$ cat config.mk
export PLATFORM = sky130hd
export DESIGN_NAME = sprite_reg_writer
export DESIGN_NICKNAME = d
export VERILOG_FILES = /design/src/rtl/sprite_wr_pkg.sv /design/src/rtl/sprite_wr_fifo.sv /design/src/rtl/sprite_reg_writer.sv
export SDC_FILE = /design/constraint.sdc
export NUM_CORES = 1
export LEC_CHECK = 0
export ABC_CLOCK_PERIOD_IN_PS = 9590
export CORE_ASPECT_RATIO = 0.8
export CORE_MARGIN = 4
export CORE_UTILIZATION = 35
export DETAILED_ROUTE_END_ITERATION = 10
export PLACE_DENSITY_LB_ADDON = 0.15
export RECOVER_POWER = 25
export SLEW_MARGIN = 5
export SYNTH_ARGS = -nofsm -noshare
export SYNTH_HDL_FRONTEND = slang
export SYNTH_SLANG_ARGS = --single-unit
$ cat constraint.sdc
create_clock -name clk -period 9.59 [get_ports clk]
set_clock_uncertainty 0.2 [all_clocks]
set_input_delay 1.4385 -clock clk [delete_from_list [all_inputs] [get_ports clk]]
set_output_delay 1.4385 -clock clk [all_outputs]
set_load 0.02 [all_outputs]
$ cat src/rtl/sprite_wr_pkg.sv
// -----------------------------------------------------------------------------
// sprite_wr_pkg
// Shared types and constants for the sprite register writer.
//   state_t      : write-initiator FSM states (IDLE, WRITE)
//   DINO_X..GODZ_Y : register indices of the sprite-position register file,
//                  one x/y pair per sprite
//   is_sprite_reg: true when an index falls inside the populated register range
// -----------------------------------------------------------------------------
package sprite_wr_pkg;

  typedef enum logic [0:0] {
    IDLE  = 1'b0,
    WRITE = 1'b1
  } state_t;

  localparam logic [8:0] DINO_X = 9'd0;
  localparam logic [8:0] DINO_Y = 9'd1;
  localparam logic [8:0] JUMP_X = 9'd2;
  localparam logic [8:0] JUMP_Y = 9'd3;
  localparam logic [8:0] DUCK_X = 9'd4;
  localparam logic [8:0] DUCK_Y = 9'd5;
  localparam logic [8:0] SCAC_X = 9'd6;
  localparam logic [8:0] SCAC_Y = 9'd7;
  localparam logic [8:0] GODZ_X = 9'd8;
  localparam logic [8:0] GODZ_Y = 9'd9;

  // Index lies within the implemented sprite x/y registers.
  function automatic logic is_sprite_reg(input logic [8:0] idx);
    return (idx <= GODZ_Y);
  endfunction

endpackage

$ cat src/rtl/sprite_wr_fifo.sv
// -----------------------------------------------------------------------------
// sprite_wr_fifo
// Synchronous FIFO holding pending {address, data} register updates.
// Pointers carry one extra MSB so full and empty are told apart by the
// difference wptr - rptr, which is also the occupancy.
// Ports:
//   clk, reset  : clock, asynchronous active-high reset (empties the FIFO)
//   push, wdata : write wdata at the tail when push && !full
//   pop         : drop the head when pop && !empty
//   rdata       : current head entry (valid while !empty)
//   full, empty : occupancy flags
//   count       : current occupancy, 0..DEPTH
// -----------------------------------------------------------------------------
module sprite_wr_fifo
  import sprite_wr_pkg::*;
#(
  parameter int W     = 41,
  parameter int DEPTH = 16
) (
  input  logic                     clk,
  input  logic                     reset,
  input  logic                     push,
  input  logic [W-1:0]             wdata,
  input  logic                     pop,
  output logic [W-1:0]             rdata,
  output logic                     full,
  output logic                     empty,
  output logic [$clog2(DEPTH):0]   count
);

  localparam int PW = $clog2(DEPTH);
  localparam logic [PW:0] PTR_ONE  = {{PW{1'b0}}, 1'b1};
  localparam logic [PW:0] PTR_ZERO = {(PW+1){1'b0}};
  localparam logic [PW:0] PTR_FULL = {1'b1, {PW{1'b0}}};

  logic [W-1:0] mem_r [DEPTH];
  logic [PW:0]  wptr_r;
  logic [PW:0]  rptr_r;
  logic         do_push_s;
  logic         do_pop_s;

  assign count     = wptr_r - rptr_r;
  assign full      = (count == PTR_FULL);
  assign empty     = (count == PTR_ZERO);
  assign do_push_s = push && !full;
  assign do_pop_s  = pop && !empty;
  assign rdata     = mem_r[rptr_r[PW-1:0]];

  // Pointer update; both pointers wrap naturally through the extra MSB.
  always_ff @(posedge clk or posedge reset) begin
    if (reset) begin
      wptr_r <= PTR_ZERO;
      rptr_r <= PTR_ZERO;
    end else begin
      if (do_push_s) begin
        wptr_r <= wptr_r + PTR_ONE;
      end
      if (do_pop_s) begin
        rptr_r <= rptr_r + PTR_ONE;
      end
    end
  end

  // Storage array; contents need no reset because the pointers define validity.
  always_ff @(posedge clk) begin
    if (do_push_s) begin
      mem_r[wptr_r[PW-1:0]] <= wdata;
    end
  end

endmodule

$ cat src/rtl/sprite_reg_writer.sv
// -----------------------------------------------------------------------------
// sprite_reg_writer
// Avalon-MM write initiator feeding the sprite-position register file of the
// VGA sprite display. Game logic queues (address, data) updates; the block
// drains them as single-beat Avalon writes, honouring waitrequest, aborting a
// write that stalls for TIMEOUT cycles.
//
// Build option:
//   SPRITE_WR_VBLANK_GATE_EN : when defined, a new write starts only while
//   vblank=1 so sprites never move mid-frame; a write already issued still
//   completes or times out. When undefined, writes start whenever the queue
//   is non-empty. frame_pulse is produced in both builds.
//
// Ports:
//   clk, reset               : clock, asynchronous active-high reset
//   upd_valid/ready/addr/data: update push interface (ready = !full)
//   vblank                   : clk-synchronous blanking level
//   avm_*                    : Avalon-MM master write port
//   fifo_count               : queue occupancy
//   ovf, tmo                 : sticky overflow / timeout-abort flags
//   clr_err                  : synchronous clear of ovf/tmo (a same-cycle set wins)
//   frame_pulse              : one-cycle pulse on the vblank rising edge
// -----------------------------------------------------------------------------
module sprite_reg_writer
  import sprite_wr_pkg::*;
#(
  parameter int DEPTH   = 16,
  parameter int AW      = 9,
  parameter int DW      = 32,
  parameter int TIMEOUT = 255
) (
  input  logic                     clk,
  input  logic                     reset,
  input  logic                     upd_valid,
  output logic                     upd_ready,
  input  logic [AW-1:0]            upd_addr,
  input  logic [DW-1:0]            upd_data,
  input  logic                     vblank,
  output logic [AW-1:0]            avm_address,
  output logic [DW-1:0]            avm_writedata,
  output logic                     avm_write,
  output logic                     avm_chipselect,
  input  logic                     avm_waitrequest,
  output logic [$clog2(DEPTH):0]   fifo_count,
  output logic                     ovf,
  output logic                     tmo,
  input  logic                     clr_err,
  output logic                     frame_pulse
);

  localparam int TW = $clog2(TIMEOUT + 1);
  localparam logic [TW-1:0] TCNT_ZERO = {TW{1'b0}};
  localparam logic [TW-1:0] TCNT_ONE  = {{(TW-1){1'b0}}, 1'b1};
  // The final stalled cycle is the one where the counter would reach TIMEOUT.
  localparam logic [TW-1:0] TMO_LAST  = TW'(TIMEOUT - 1);

  state_t              state_r;
  logic [TW-1:0]       tcnt_r;
  logic                vblank_q_r;
  logic [AW+DW-1:0]    head_s;
  logic                full_s;
  logic                empty_s;
  logic                push_s;
  logic                pop_s;
  logic                accept_s;
  logic                abort_s;
  logic                permit_s;
  logic                ovf_set_s;

  assign upd_ready      = !full_s;
  assign push_s         = upd_valid && !full_s;
  assign avm_chipselect = avm_write;
  assign frame_pulse    = vblank && !vblank_q_r;

`ifdef SPRITE_WR_VBLANK_GATE_EN
  assign permit_s = vblank;
`else
  assign permit_s = 1'b1;
`endif

  sprite_wr_fifo #(
    .W     (AW + DW),
    .DEPTH (DEPTH)
  ) u_fifo (
    .clk   (clk),
    .reset (reset),
    .push  (push_s),
    .wdata ({upd_addr, upd_data}),
    .pop   (pop_s),
    .rdata (head_s),
    .full  (full_s),
    .empty (empty_s),
    .count (fifo_count)
  );

  // Write completion decode: accepted, aborted on timeout, or still stalled.
  always_comb begin
    accept_s  = 1'b0;
    abort_s   = 1'b0;
    ovf_set_s = upd_valid && full_s;
    if (avm_write) begin
      accept_s = !avm_waitrequest;
      abort_s  = avm_waitrequest && (tcnt_r == TMO_LAST);
    end else begin
      accept_s = 1'b0;
      abort_s  = 1'b0;
    end
    // The head leaves the queue only once its write has finished either way.
    pop_s = accept_s || abort_s;
  end

  // Write FSM: load the head onto the bus, hold it through stalls, retire it.
  always_ff @(posedge clk or posedge reset) begin
    if (reset) begin
      state_r       <= IDLE;
      avm_address   <= {AW{1'b0}};
      avm_writedata <= {DW{1'b0}};
      avm_write     <= 1'b0;
      tcnt_r        <= TCNT_ZERO;
    end else begin
      case (state_r)
        IDLE: begin
          if (!empty_s && permit_s) begin
            avm_address   <= head_s[AW+DW-1:DW];
            avm_writedata <= head_s[DW-1:0];
            avm_write     <= 1'b1;
            tcnt_r        <= TCNT_ZERO;
            state_r       <= WRITE;
          end
        end
        WRITE: begin
          // Retiring through IDLE gives one idle bus cycle between writes and
          // lets the FIFO present its next head after the pop.
          if (accept_s || abort_s) begin
            avm_write <= 1'b0;
            tcnt_r    <= TCNT_ZERO;
            state_r   <= IDLE;
          end else if (avm_write) begin
            tcnt_r <= tcnt_r + TCNT_ONE;
          end else begin
            state_r <= IDLE;
          end
        end
        default: begin
          avm_write <= 1'b0;
          tcnt_r    <= TCNT_ZERO;
          state_r   <= IDLE;
        end
      endcase
    end
  end

  // Sticky error flags; a set in the same cycle as clr_err takes precedence.
  always_ff @(posedge clk or posedge reset) begin
    if (reset) begin
      ovf <= 1'b0;
      tmo <= 1'b0;
    end else begin
      if (ovf_set_s) begin
        ovf <= 1'b1;
      end else if (clr_err) begin
        ovf <= 1'b0;
      end
      if (abort_s) begin
        tmo <= 1'b1;
      end else if (clr_err) begin
        tmo <= 1'b0;
      end
    end
  end

  // Previous vblank level for rising-edge detection.
  always_ff @(posedge clk or posedge reset) begin
    if (reset) begin
      vblank_q_r <= 1'b0;
    end else begin
      vblank_q_r <= vblank;
    end
  end

endmodule

# [Yosys cells after proc, flatten, opt, wreduce, memory -nomap -nowiden]
# Memory sizes are Yosys's and may differ from the RTL's. A register that Yosys moved wholly into a read port is not among the register bits.
# Index checks and enable logic that the tools add are counted.
[word_totals] rom_bits=0 regBits=23 output_inout_bits=52 ramBits=656 latch_bits=0 n_memories=1 inputBits=47
[memory_table] name="u_fifo.mem_r" depth=16 width=41 rd=1 rd_clocked_by_memory_dff=1 wr=1 line_no="sprite_wr_fifo.sv:36" text="logic [W-1:0] mem_r [DEPTH];"
[op_classes] magnitude_cmp=0 n_mul=0 n_div=0 bitwise=2 n_eq_ne=5 n_mux=18 add_sub_neg=4 reduce_logical=17 shift=0
[ops] operator="$mux 8" count=3
[ops] operator="$pmux 8 s2" count=1
[ops] operator="$mux 1" count=12
[ops] operator="$add 5x1->5 const B" count=2
[ops] operator="$add 8x1->8 const B" count=1
[ops] operator="$eq 8x8->1 const B" count=1
[ops] operator="$logic_and 1x1->1" count=6
[ops] operator="$reduce_and 2->1" count=3
[ops] operator="$eq 5x5->1 const B" count=1
[ops] operator="$logic_not 5->1" count=1
[ops] operator="$sub 5x5->5" count=1
[ops] operator="$logic_not 1->1" count=4
[ops] operator="$pmux 1 s2" count=2
[ops] operator="$reduce_bool 2->1" count=2
[ops] operator="$ne 3x2->1 const B" count=1
[ops] operator="$ne 2x1->1 const B" count=1
[ops] operator="$ne 2x2->1 const B" count=1
[ops] operator="$not 1->1" count=2
[ops] operator="$logic_or 1x1->1" count=1

# [Logic depth before layout (Yosys ltp)]
[logic_depth] word_depth=7 mapped_depth=11 ltp_nobuf=9

# [Modules after synthesis]
# From an unflattened synthesis, not the netlist that was laid out.
[hier_totals] cells_unflattened=1377 area_unflattened_um2=27916.8
[by_module_without_submodules] module="sprite_wr_fifo" instances=1 cells_per_inst=1217 area_each_um2=25713.4
[by_module_without_submodules] module="sprite_reg_writer" instances=1 cells_per_inst=160 area_each_um2=2203.4

# [Least setup slack after synthesis]
# Ideal clock, no wire load.
[synth_path] path_type="register -> register" startpoint="register u_fifo.rptr_r[1]" endpoint="memory u_fifo.mem_r[3][0], enable pin" t_required_ps=8900 path_buffers=2 arrival_time_ps=5331 slack_ps=3569 setup_time_ps=490 synth_period_minus_slack_ps=6021 stages_incl_launch_ff=10 path_cell_list="dfrtp_1 clkbuf_1 buf_2 inv_1 fa_1 xor2_2 and4b_1 o22ai_2 nand3_1 nor3_1"
[synth_between] elab_chain_cells=7
[synth_lines] element="from (decl)" line_no="sprite_wr_fifo.sv:38" text="logic [PW:0] rptr_r;"
[synth_lines] element="from (signal assigned)" line_no="sprite_wr_fifo.sv:59" text="rptr_r <= rptr_r + PTR_ONE;"
[synth_lines] element="$sub 5x5->5 *" line_no="sprite_wr_fifo.sv:42" text="assign count = wptr_r - rptr_r;"
[synth_lines] element="named net fifo_count[2]" line_no="sprite_reg_writer.sv:44" text="output logic [$clog2(DEPTH):0] fifo_count,"
[synth_lines] element="$eq 5x5->1 *" line_no="sprite_wr_fifo.sv:43" text="assign full = (count == PTR_FULL);"
[synth_lines] element="$logic_not 1->1 *"
[synth_lines] element="named net upd_ready" line_no="sprite_reg_writer.sv:35" text="output logic upd_ready,"
[synth_lines] element="$logic_and 1x1->1" line_no="sprite_reg_writer.sv:71" text="assign push_s = upd_valid && !full_s;"
[synth_lines] element="$logic_and 1x1->1 *" line_no="sprite_wr_fifo.sv:45" text="assign do_push_s = push && !full;"
[synth_lines] element="$mux 1 *" line_no="sprite_wr_fifo.sv:66" text="if (do_push_s) begin"
[synth_lines] element="$mux 1 (implied by the code) *" line_no="sprite_wr_fifo.sv:67" text="mem_r[wptr_r[PW-1:0]] <= wdata;"
[synth_lines] element="to (decl)" line_no="sprite_wr_fifo.sv:36"
# The timed path passes the listed nets; every way through them passes the cells marked *.

# [Worst setup path after layout]
[layout_path] startpoint="register u_fifo.rptr_r[0]" endpoint="output upd_ready"
[layout_between] elab_chain_cells=3
[layout_lines] element="$sub 5x5->5" line_no="sprite_wr_fifo.sv:42"
[layout_lines] element="$eq 5x5->1" line_no="sprite_wr_fifo.sv:43"
[layout_lines] element="$logic_not 1->1" line_no="sprite_reg_writer.sv:70" text="assign upd_ready = !full_s;"
[layout_lines] element="to (decl)" line_no="sprite_reg_writer.sv:35"
# Every way passes these cells.

==> results.json <==
{
  "cell_count_after_synthesis": 1250,
  "synth_enable_flop_cells": 656,
  "finalCriticalPeriod_ns": 5.45,
  "p_switching_mw": 3.12,
  "use_met3": 0.0327,
  "crit_family": "flip-flops",
  "cts_max_path_buffers": 3,
  "grt_busiest_layer": "met1",
  "p_clk_frac": 0.286,
  "gp_congestion": 0.722,
  "drt-vias-per-instance": 5.16,
  "hold_violations": 0,
  "largest_net_degree_at_the_start_of_global_routing": 100,
  "path_cells": "ha_1, inv_1, fa_1, xor2_2, and4b_1, o22ai_2, clkdlybuf4s50_1",
  "critical_path_arrival_ns": 3.81,
  "fin_hold_ws_ns": 0.307,
  "core_rows": 91,
  "fillCellCount": 6755,
  "post-cts-setup-buffers": 0,
  "ctsHtreeMaxLevel": 3,
  "combinational_power_share": 0.306,
  "cts_hold_buf": 0,
  "min_period_over_period": 0.569,
  "violated_checks": "max-capacitance violations, max-slew violations",
  "finalWirelength_um": 62600,
  "design.final.nets": 1448,
  "drt_iter0_drc": 1154,
  "power.leakage_nw": 10.4,
  "number_of_vias_in_the_routed_layout": 12771,
  "grt.overflow.total": 0,
  "number_of_nets_produced_by_synthesis": 1309,
  "core-area_mm2": 0.0775,
  "clk_pin_slew_ns": 0.06,
  "setup_viol": 0,
  "hp-class": "reg2reg",
  "timing.final.max_slew_violations": 34,
  "globalRouteTotalUtil": 0.152,
  "setup.worst_path.class": "reg2out",
  "cts.repair.resized": 0,
  "critPathBufInv": 2,
  "postRouteAntennaNets": 0,
  "slew-limit-headroom": -0.318,
  "antenna_cells_inserted": 0,
  "power.switching_fraction": 0.307,
  "status": "finished with violations",
  "drv.max_cap_violation_count": 1,
  "routed_wire_length_per_instance_um": 25.3,
  "critical_path.max_stage_delay_ns": 0.83,
  "power_report.internal_total_mw": 7.05,
  "power_density_mw_per_mm2": 315,
  "final_core_util": 0.416,
  "dpl.hpwl_um": 33500,
  "clk_latency_ns": 0.62,
  "clock.fmax_mhz": 183,
  "area_delta_synth_final_pct": 17.2,
  "worst-path-max-fanout": 30,
  "first_pass_grt_wire_length_um": 92700,
  "synth-async-reset-ratio": 0.0889,
  "synth_flop_cell": "sky130_fd_sc_hd__edfxtp_1",
  "grt_setup_unrepaired": "no",
  "layout_cell_share_with_drive_strength_beyond_1": 0.256,
  "post-route-drc-count": 0,
  "vias_in_the_first_global_route": 13550,
  "synth_cell_types": 42,
  "max-vdd-ir-drop_uv": 301,
  "grt.met2_usage": 0.226,
  "cts_tree": "yes",
  "detailedRoute.firstPassIterationCount": 5,
  "portBuffers": 98,
  "use_met1": 0.230,
  "number_of_antenna_violations_at_the_first_check_in_global_routing": 5,
  "seq_power_share": 0.408,
  "critPathSlowestCell": "sky130_fd_sc_hd__dfrtp_4",
  "die_width_um": 322,
  "numClockSinks": 720,
  "start_util": 0.355,
  "ctsRootBufferMaster": "sky130_fd_sc_hd__clkbuf_16",
  "synth.avg_cell_area_um2": 22.0,
  "worst-slew-pin-transition_ns": 1.97,
  "post-layout-total-power_mw": 10.2,
  "setup_tns_ns": 0,
  "startpoint_class": "flip-flop",
  "area_of_the_die_mm2": 0.0833,
  "synth-seq-cells": 720,
  "syn-cell-area_mm2": 0.0275,
  "critical_path.endpoint_type": "output pin",
  "yosys_warnings": 0,
  "cts_made_buffers": 76,
  "ios": 99,
  "worst-endpoint-required_ns": 7.95,
  "ys_seq_area_frac": 0.773,
  "die_h_um": 259
}
-- cell usage after synthesis, types with 2 or more instances --
cell                          n  area share
sky130_fd_sc_hd__o2bb2ai_1    3     0.00095
sky130_fd_sc_hd__nor2_1      58      0.0079
sky130_fd_sc_hd__mux4_2     164        0.13
sky130_fd_sc_hd__xnor2_1      9      0.0029
sky130_fd_sc_hd__a21o_1       4      0.0011
sky130_fd_sc_hd__and4b_1      2     0.00073
sky130_fd_sc_hd__and3_1       5      0.0011
sky130_fd_sc_hd__mux2_2       5      0.0020
sky130_fd_sc_hd__buf_12       4      0.0029
sky130_fd_sc_hd__buf_2       20      0.0036
sky130_fd_sc_hd__nand4_1      4     0.00091
sky130_fd_sc_hd__nand3b_1     2     0.00055
sky130_fd_sc_hd__nand2b_1     3     0.00068
sky130_fd_sc_hd__buf_4        2     0.00055
sky130_fd_sc_hd__nand3_1     11      0.0020
sky130_fd_sc_hd__dfrtp_1     64       0.058
sky130_fd_sc_hd__clkbuf_1    38      0.0052
sky130_fd_sc_hd__o21ai_0      3     0.00055
sky130_fd_sc_hd__nand2_1     14      0.0019
sky130_fd_sc_hd__a211o_1      2     0.00064
sky130_fd_sc_hd__ha_1        11      0.0050
sky130_fd_sc_hd__a21oi_1      5     0.00091
sky130_fd_sc_hd__edfxtp_1   656        0.72
sky130_fd_sc_hd__nor3_1       6      0.0011
sky130_fd_sc_hd__o22ai_1     83       0.019
sky130_fd_sc_hd__xor2_1       4      0.0013
sky130_fd_sc_hd__inv_1       14      0.0019
sky130_fd_sc_hd__nor3b_1      3     0.00082
sky130_fd_sc_hd__mux2_4      38       0.021
-- state kept, by name (all words and copies together) (netlist names) --
name and flops:
u_fifo.rptr_r 5, vblank_q_r 1, u_fifo.mem_r 656, state_r 1, tcnt_r 8, tmo 1, avm_chipselect 1, avm_address 9
avm_writedata 32, u_fifo.wptr_r 5, ovf 1
-- logic make-up (layout without fill, tap and decap cells) --
logic type / Yosys count / count (layout) / synth area share
flip-flops: 720 / 720 / 0.773
AND/OR/NAND/NOR: 111 / 111 / 0.0187
adder cells (fa/ha/maj): 12 / 12 / 0.00572
XOR/XNOR: 14 / 14 / 0.00473
multiplexers: 208 / 208 / 0.157
AO/OA/AOI/OAI: 106 / 106 / 0.0256
buffers and inverters: 79 / 282 / 0.0146
-- power by group through the flow --
stage	Clock, mW	Combinational, mW	Sequential [mW]
2_1_floorplan	0	2.16	4.16
3_3_place_gp	0	3.17	4.21
3_5_place_dp	0	3.18	4.22
4_1_cts	3.00	3.20	4.16
5_1_grt	3.15	3.36	4.20
6_report	2.91	3.12	4.15
-- cells in the final DEF (no fill, tap or decap), drive strengths merged, types with 17 or more instances in the layout --
master	Yosys	final
buf	27	28
clkbuf	38	101
clkdlybuf4s50	0	71
clkinv	0	26
dfrtp	64	64
dlygate4sd3	0	27
edfxtp	656	656
inv	14	17
mux2	43	43
mux4	164	164
nor2	58	58
o22ai	85	85
-- worst paths after layout --
check / slack, ns / depth (start not counted) / endpoint / from
hold / removal: 0.31 / 1 / avm_writedata[25]$_DFFE_PP0P_ / avm_writedata[25]$_DFFE_PP0P_
hold reg to reg: 0.31 / 1 / avm_writedata[25]$_DFFE_PP0P_ / avm_writedata[25]$_DFFE_PP0P_
max in group asynchronous: 6.34 / 3 / u_fifo.rptr_r[2]$_DFFE_PP0P_ / reset
min in group asynchronous: 1.58 / 2 / tcnt_r[2]$_DFFE_PP0P_ / reset
setup reg to reg: 4.79 / 9 / u_fifo.mem_r[6][11]$_DFFE_PP_ / u_fifo.rptr_r[0]$_DFFE_PP0P_
setup / recovery: 4.14 / 7 / upd_ready / u_fifo.rptr_r[0]$_DFFE_PP0P_
-- layer usage --
layer	up-vias	routed length, um
li1	5509	-
met1	6884	30300
met2	295	28100
met3	79	3200
met4	4	980
met5	-	27
-- layout make-up --
| cell class | instances | area (um2) | area share |
|---|---|---|---|
| Clock buffer | 101 | 2060 | 0.0638 |
| Clock inverter | 41 | 413 | 0.0128 |
| Inverter | 14 | 53.8 | 0.00167 |
| Multi-Input combinational cell | 451 | 5950 | 0.184 |
| Sequential cell | 720 | 21300 | 0.660 |
| Tap cell | 1023 | 1280 | 0.0397 |
| Timing Repair Buffer | 126 | 1200 | 0.0373 |
-- through the flow --
stage	instances	worst slack [ns]	cell area (um2)
2_1_floorplan	1250	3.57	27500
3_3_place_gp	2334	4.78	29800
3_5_place_dp	2334	4.74	29800
4_1_cts	2476	4.07	32300
5_1_grt	2476	3.93	32300
6_report	2476	4.14	32300
No activity file was read; power rests on OpenSTA's default activity.
